### config.mk
export PLATFORM = sky130hd
export DESIGN_NAME = vc_flit_buffer
export DESIGN_NICKNAME = d
export VERILOG_FILES = /design/src/rtl/vc_flit_buffer.sv
export SDC_FILE = /design/constraint.sdc
export NUM_CORES = 2
export LEC_CHECK = 0
export CAP_MARGIN = 30
export CORE_MARGIN = 10
export CORE_UTILIZATION = 50
export CTS_BUF_LIST = sky130_fd_sc_hd__clkbuf_2
export DETAILED_ROUTE_END_ITERATION = 16
export GPL_TIMING_DRIVEN = 0
export HOLD_SLACK_MARGIN = 0.15
export PLACE_DENSITY = 0.71
export SETUP_SLACK_MARGIN = 0.4
export SYNTH_ARGS = -nofsm -noshare
export SYNTH_HDL_FRONTEND = slang
export SYNTH_SLANG_ARGS = --single-unit
### constraint.sdc
create_clock -name clk -period 10.1 [get_ports clk]
set_clock_uncertainty 0.05 [all_clocks]
set_input_delay 1.515 -clock clk [delete_from_list [all_inputs] [get_ports clk]]
set_output_delay 1.515 -clock clk [all_outputs]
set_load 0.1 [all_outputs]
### src/rtl/vc_flit_buffer.sv
// Multi-VC input flit buffer: NUM_VC independent circular FIFOs with a registered read port.
// Define VC_FLIT_BUFFER_PROTO_CHECK_EN to enable per-VC packet-framing checks and proto_err.
module vc_flit_buffer #(
    parameter int  FLIT_WIDTH  = 64,
    parameter int  BUFFER_SIZE = 16,
    parameter int  NUM_VC      = 2,
    localparam int VC_W        = (NUM_VC > 1) ? $clog2(NUM_VC) : 1,
    localparam int CNT_W       = $clog2(BUFFER_SIZE + 1)
) (
    input  logic                    clk,
    input  logic                    rst,
    input  logic [FLIT_WIDTH-1:0]   flit_in,
    input  logic                    push,
    input  logic [VC_W-1:0]         push_vc,
    input  logic                    pop,
    input  logic [VC_W-1:0]         pop_vc,
    output logic [FLIT_WIDTH-1:0]   flit_o,
    output logic                    flit_valid,
    output logic [NUM_VC-1:0]       full,
    output logic [NUM_VC-1:0]       empty,
    output logic [NUM_VC*CNT_W-1:0] count,
    output logic                    buffer_on,
    output logic [NUM_VC-1:0]       proto_err
);

    localparam int PTR_W = $clog2(BUFFER_SIZE);

    logic [FLIT_WIDTH-1:0] mem_q    [NUM_VC][BUFFER_SIZE];
    logic [PTR_W-1:0]      wr_ptr_q [NUM_VC];
    logic [PTR_W-1:0]      rd_ptr_q [NUM_VC];
    logic [CNT_W-1:0]      cnt_q    [NUM_VC];
    logic [FLIT_WIDTH-1:0] flit_q;
    logic                  valid_q;

    logic                  push_vc_ok, pop_vc_ok;
    logic                  pop_ok, push_space, push_ok, proto_bad;
    logic [NUM_VC-1:0]     push_hit, pop_hit;

    function automatic logic [PTR_W-1:0] ptr_inc(input logic [PTR_W-1:0] p);
        return (p == PTR_W'(BUFFER_SIZE - 1)) ? '0 : p + 1'b1;
    endfunction

    // NOTE: every variable assigned in always_comb gets a default first so no latch is inferred.
    always_comb begin
        full  = '0;
        empty = '0;
        count = '0;
        for (int v = 0; v < NUM_VC; v++) begin
            full[v]                  = (cnt_q[v] == CNT_W'(BUFFER_SIZE));
            empty[v]                 = (cnt_q[v] == '0);
            count[v*CNT_W +: CNT_W]  = cnt_q[v];
        end
    end

    assign buffer_on  = |(~empty);
    assign push_vc_ok = (int'(push_vc) < NUM_VC);
    assign pop_vc_ok  = (int'(pop_vc) < NUM_VC);
    assign pop_ok     = pop && pop_vc_ok && !empty[pop_vc];
    // A full VC still accepts a push when its head leaves in the same cycle.
    assign push_space = push && push_vc_ok &&
                        (!full[push_vc] || (pop_ok && (pop_vc == push_vc)));
    assign push_ok    = push_space && !proto_bad;

    always_comb begin
        push_hit = '0;
        pop_hit  = '0;
        for (int v = 0; v < NUM_VC; v++) begin
            push_hit[v] = push_ok && (push_vc == VC_W'(v));
            pop_hit[v]  = pop_ok  && (pop_vc  == VC_W'(v));
        end
    end

    // NOTE: sequential state uses non-blocking assignments so all registers update from pre-edge values.
    always_ff @(posedge clk or negedge rst) begin
        if (!rst) begin
            for (int v = 0; v < NUM_VC; v++) begin
                wr_ptr_q[v] <= '0;
                rd_ptr_q[v] <= '0;
                cnt_q[v]    <= '0;
            end
            flit_q  <= '0;
            valid_q <= 1'b0;
        end else begin
            valid_q <= pop_ok;
            if (pop_ok) flit_q <= mem_q[pop_vc][rd_ptr_q[pop_vc]];
            for (int v = 0; v < NUM_VC; v++) begin
                if (push_hit[v]) wr_ptr_q[v] <= ptr_inc(wr_ptr_q[v]);
                if (pop_hit[v])  rd_ptr_q[v] <= ptr_inc(rd_ptr_q[v]);
                cnt_q[v] <= cnt_q[v] + CNT_W'(push_hit[v]) - CNT_W'(pop_hit[v]);
            end
        end
    end

    // NOTE: storage is deliberately not reset; occupancy is tracked by the pointers and counts alone.
    always_ff @(posedge clk) begin
        if (push_ok) mem_q[push_vc][wr_ptr_q[push_vc]] <= flit_in;
    end

    assign flit_o     = flit_q;
    assign flit_valid = valid_q;

`ifdef VC_FLIT_BUFFER_PROTO_CHECK_EN
    typedef enum logic [1:0] {
        FT_HEAD      = 2'b00,
        FT_BODY      = 2'b01,
        FT_TAIL      = 2'b10,
        FT_HEAD_TAIL = 2'b11
    } flit_type_e;

    typedef enum logic {PKT_IDLE, PKT_ACTIVE} pkt_state_e;

    pkt_state_e        pkt_q [NUM_VC];
    pkt_state_e        pkt_d [NUM_VC];
    logic [NUM_VC-1:0] err_q, err_d;
    flit_type_e        ftype;

    assign ftype = flit_type_e'(flit_in[FLIT_WIDTH-1 -: 2]);

    always_ff @(posedge clk or negedge rst) begin
        if (!rst) begin
            for (int v = 0; v < NUM_VC; v++) pkt_q[v] <= PKT_IDLE;
            err_q <= '0;
        end else begin
            for (int v = 0; v < NUM_VC; v++) pkt_q[v] <= pkt_d[v];
            err_q <= err_d;
        end
    end

    always_comb begin
        err_d = err_q;
        for (int v = 0; v < NUM_VC; v++) begin
            pkt_d[v] = pkt_q[v];
            if (push_space && (push_vc == VC_W'(v))) begin
                if (proto_bad)                err_d[v] = 1'b1;
                else if (ftype == FT_HEAD)    pkt_d[v] = PKT_ACTIVE;
                else if (ftype != FT_BODY)    pkt_d[v] = PKT_IDLE;
            end
        end
    end

    always_comb begin
        proto_bad = 1'b0;
        if (push_vc_ok) begin
            if (pkt_q[push_vc] == PKT_IDLE)
                proto_bad = (ftype == FT_BODY) || (ftype == FT_TAIL);
            else
                proto_bad = (ftype == FT_HEAD) || (ftype == FT_HEAD_TAIL);
        end
    end

    assign proto_err = err_q;
`else
    assign proto_bad = 1'b0;
    assign proto_err = '0;
`endif

endmodule
==> metrics.txt <==
Post-Layout Cell Count=7748; Row Count=149; Seq/Total Area, Yosys=0.770; hold path startpoint=flit_in[14]; largest net degree at the start of global routing=71; CTS tree=yes; R2R Path Start=rd_ptr_q[4]; Post-synth EDFFs=about 2000; critical path capture point type=output pin; pwr dens=255 nW/µm²; Final setup viols=0; Cell Int Power=15.1 mW; grt met1 use=0.324; Most used DFF post-synth=edfxtp_1; hold depth=1; Slew HR=0.160; CP max FO=6; Die ar.=182000 µm²; H-tree levels=6; Comb pwr share=0.333; post-CTS sizing=0; r2r setup slk=6.50 ns; GP Congestion=0.851; Post-Syn Instances=4372; drt via density=6.09; top cell type's share of synthesized area=0.743; Slew @ Worst Pin=1.26 ns; initial antenna violation count=14; worst path cell trace=inv_1 > ha_1 > nor4b_4 > nand2_1 > clkdlybuf4s50_1; DR pass1 iterations=14; part of the cycle the worst path needs=0.631; DP HPWL=roughly 150000 µm; worst min path class=in -> reg; Worst EP required=between 8 and 9 ns; WP data arrival=4.81 ns; placed cell areas=between 80000 and 90000 µm²; number of fill cells in the layout=12300; final net count=5289; clk buf depth=4; synthesized cell area=82800 µm²; type of origin of the critical path=register; Clock power frac=0.231; Lkg Pwr=32.8 nW; post-route cell area=around 95000 µm²; largest cells by area after synthesis=edfxtp_1, mux2i_1, mux4_2, dfrtp_1, a211oi_1; worst r2r dst=flit_o[43]; RSZ-0062 raised after global routing=no; ys async rst share=0.0425; Core Region=approximately 160000 µm²; Area growth syn-to-layout=14.4%; chip height=427 µm; Reg clk slew, reported paths=0.09 ns; Flop pwr share=0.436; DRC=2; via count=47200; outcome=complete, but fails checks; top-level I/O count=152; PortBufs=between 100 and 150; WHS Endpoint=mem_q[1][974]; Net Sw Power=9.01 mW; met2 Usage GRT=0.384; Final min period=6.37 ns; GRT overflow=0; Max Slew Vio Count=0; DRT Wirelength=228000 µm; overall fraction of global-route tracks in use=0.247; CP max-delay cell=clkdlybuf4s50_1; post-synth cell types=between 70 and 80; YS warnings=0; number of max-cap violations=0; Avg Cell Area, Syn=18.9 µm²; highest clock rate=between 0.15 and 0.2 GHz; layout cell share with drive strength beyond 1=0.241; Setup CP Type=reg -> out; drt wl/cell=just under 30 µm; Commonest cells post-synth=edfxtp_1, mux2i_1, a21oi_1; Yosys reg bits=2139; met3 Use GR=0.0672; worst ir drop on vdd=0.000310 V; Iteration-0 DRC Markers=6120; Initial Util=0.502; vias in the first global route=approximately 48000; first-pass GRT wire length=approximately 330000 µm; Placed Cells=around 6800; hold_ws=around 0.37 ns; Clock Latency Late Sink=1.82 ns; Worst Reg2Reg Path Length in Cells=7; busiest grt layer=met2; area leader, netlist=edfxtp_1; Hold Vio Cnt, Final=0; count leader, synth=edfxtp_1; failing checks=DRC; sw frac=0.373; Die W=between 400 and 500 µm; post-route ant nets=0; CTS Buf Count=531; CTS root buf=clkbuf_2; Crit path largest cell delay=between 1 and 1.5 ns; clock sinks=2139
==> metrics by stage <==
stage / power [mW] / worst slack [ns] / utilization / TNS [ns]
6_report: 24.1 / 3.73 / 0.575 / 0
4_1_cts: 24.1 / 3.59 / 0.572 / 0
3_3_place_gp: 18.4 / -0.234 / 0.528 / -80.51
3_5_place_dp: 18.7 / 4.65 / 0.544 / 0
5_1_grt: 25.0 / 3.61 / 0.575 / 0
2_1_floorplan: 15.7 / 4.55 / - / 0
==> power by group through the flow <==
stage | Combinational [mW] | Clock [mW] | Sequential, mW
6_report | 8.03 | 5.57 | 10.5
5_1_grt | 8.35 | 6.12 | 10.6
4_1_cts | 7.96 | 5.64 | 10.5
3_5_place_dp | 7.94 | 0 | 10.7
3_3_place_gp | 7.62 | 0 | 10.8
2_1_floorplan | 4.02 | 0 | 11.7
==> registers in the layout, summed over array words and instances, names as in the netlist <==
signal	cells
flit_o	64
rd_ptr_q	8
flit_valid	1
count	10
mem_q	2048
wr_ptr_q	8
==> logic make-up (layout without fill, tap and decap cells) <==
group                      after synthesis  in the layout  share of synthesized area
xor gates and xnor gates                12             12                    0.00127
and+or+nand+nor                        338            338                     0.0241
DFF                                   2139           2139                      0.770
AOI/OAI and AO/OA                      774            774                     0.0700
muxes                                  798            798                      0.113
buffers and inverters                  292           1469                     0.0186
adders and majority gates               18             18                    0.00290
other                                    1             11                  0.0000453
==> cell type report <==
| class | count | area, µm² | share of cell area |
|---|---|---|---|
| diodes | 9 | 22.5 | 0.000238 |
| plain buffers | 267 | 1440 | 0.0152 |
| clock buffers | 783 | 3920 | 0.0414 |
| clock inverters | 99 | 591 | 0.00623 |
| inverters | 25 | 98.8 | 0.00104 |
| multi-input cells | 1942 | 17700 | 0.187 |
| flip-flops and latches | 2139 | 63800 | 0.673 |
| well taps | 2189 | 2740 | 0.0289 |
| repair buffers | 295 | 4420 | 0.0466 |
==> worst max-delay path by stage <==
stage / startpoint / endpoint / slack [ns]
final: count[8] / buffer_on / 3.73
after global routing: count[3] / buffer_on / 3.61
after CTS: count[2] / buffer_on / 3.59
after detailed placement: pop / mem_q[1][273] / 4.65
after global placement: pop / mem_q[0][973] / -0.23
after floorplan: pop_vc / mem_q[0][0] / 4.55
==> timing repair <==
action | CTS | global route
buffers inserted | 0 | 0
endpoints found under the hold margin | 92 | 0
hold buffers | 4 | 0
setup endpoints to repair | 0 | 0
==> per-layer routing <==
metal	wire (µm)	part of all wire
met5	57	0.00025
met4	10300	0.045
met3	24800	0.11
met2	107000	0.47
met1	86300	0.38
==> critical path, delay by kind of cell (launching register included) <==
family | cells | cell delay (ns)
adders and majority gates | 1 | 0.20
buffers and inverters | 2 | 1.18
DFF | 1 | 0.41
and+or+nand+nor | 2 | 1.24
==> cell usage in the layout (no fill, tap or decap), types with 31 or more instances in the layout <==
cell type	netlist	layout
a211oi_1	124	124
a21oi_1	135	135
a221oi_1	73	73
a22o_1	49	49
a22oi_1	93	93
buf_12	0	80
buf_2	103	103
buf_4	50	51
buf_8	0	31
clkbuf_1	81	81
clkbuf_2	1	784
clkdlybuf4s50_1	0	147
clkinv_1	0	69
dfrtp_1	91	91
edfxtp_1	2048	2048
mux2i_1	685	685
mux4_2	106	106
nand2_1	52	52
nand4_1	32	32
nor2_4	0	32
nor2b_1	127	127
o211ai_1	78	78
o221ai_1	49	49
o22ai_1	93	93
No activity file was read; power rests on OpenSTA's default activity.
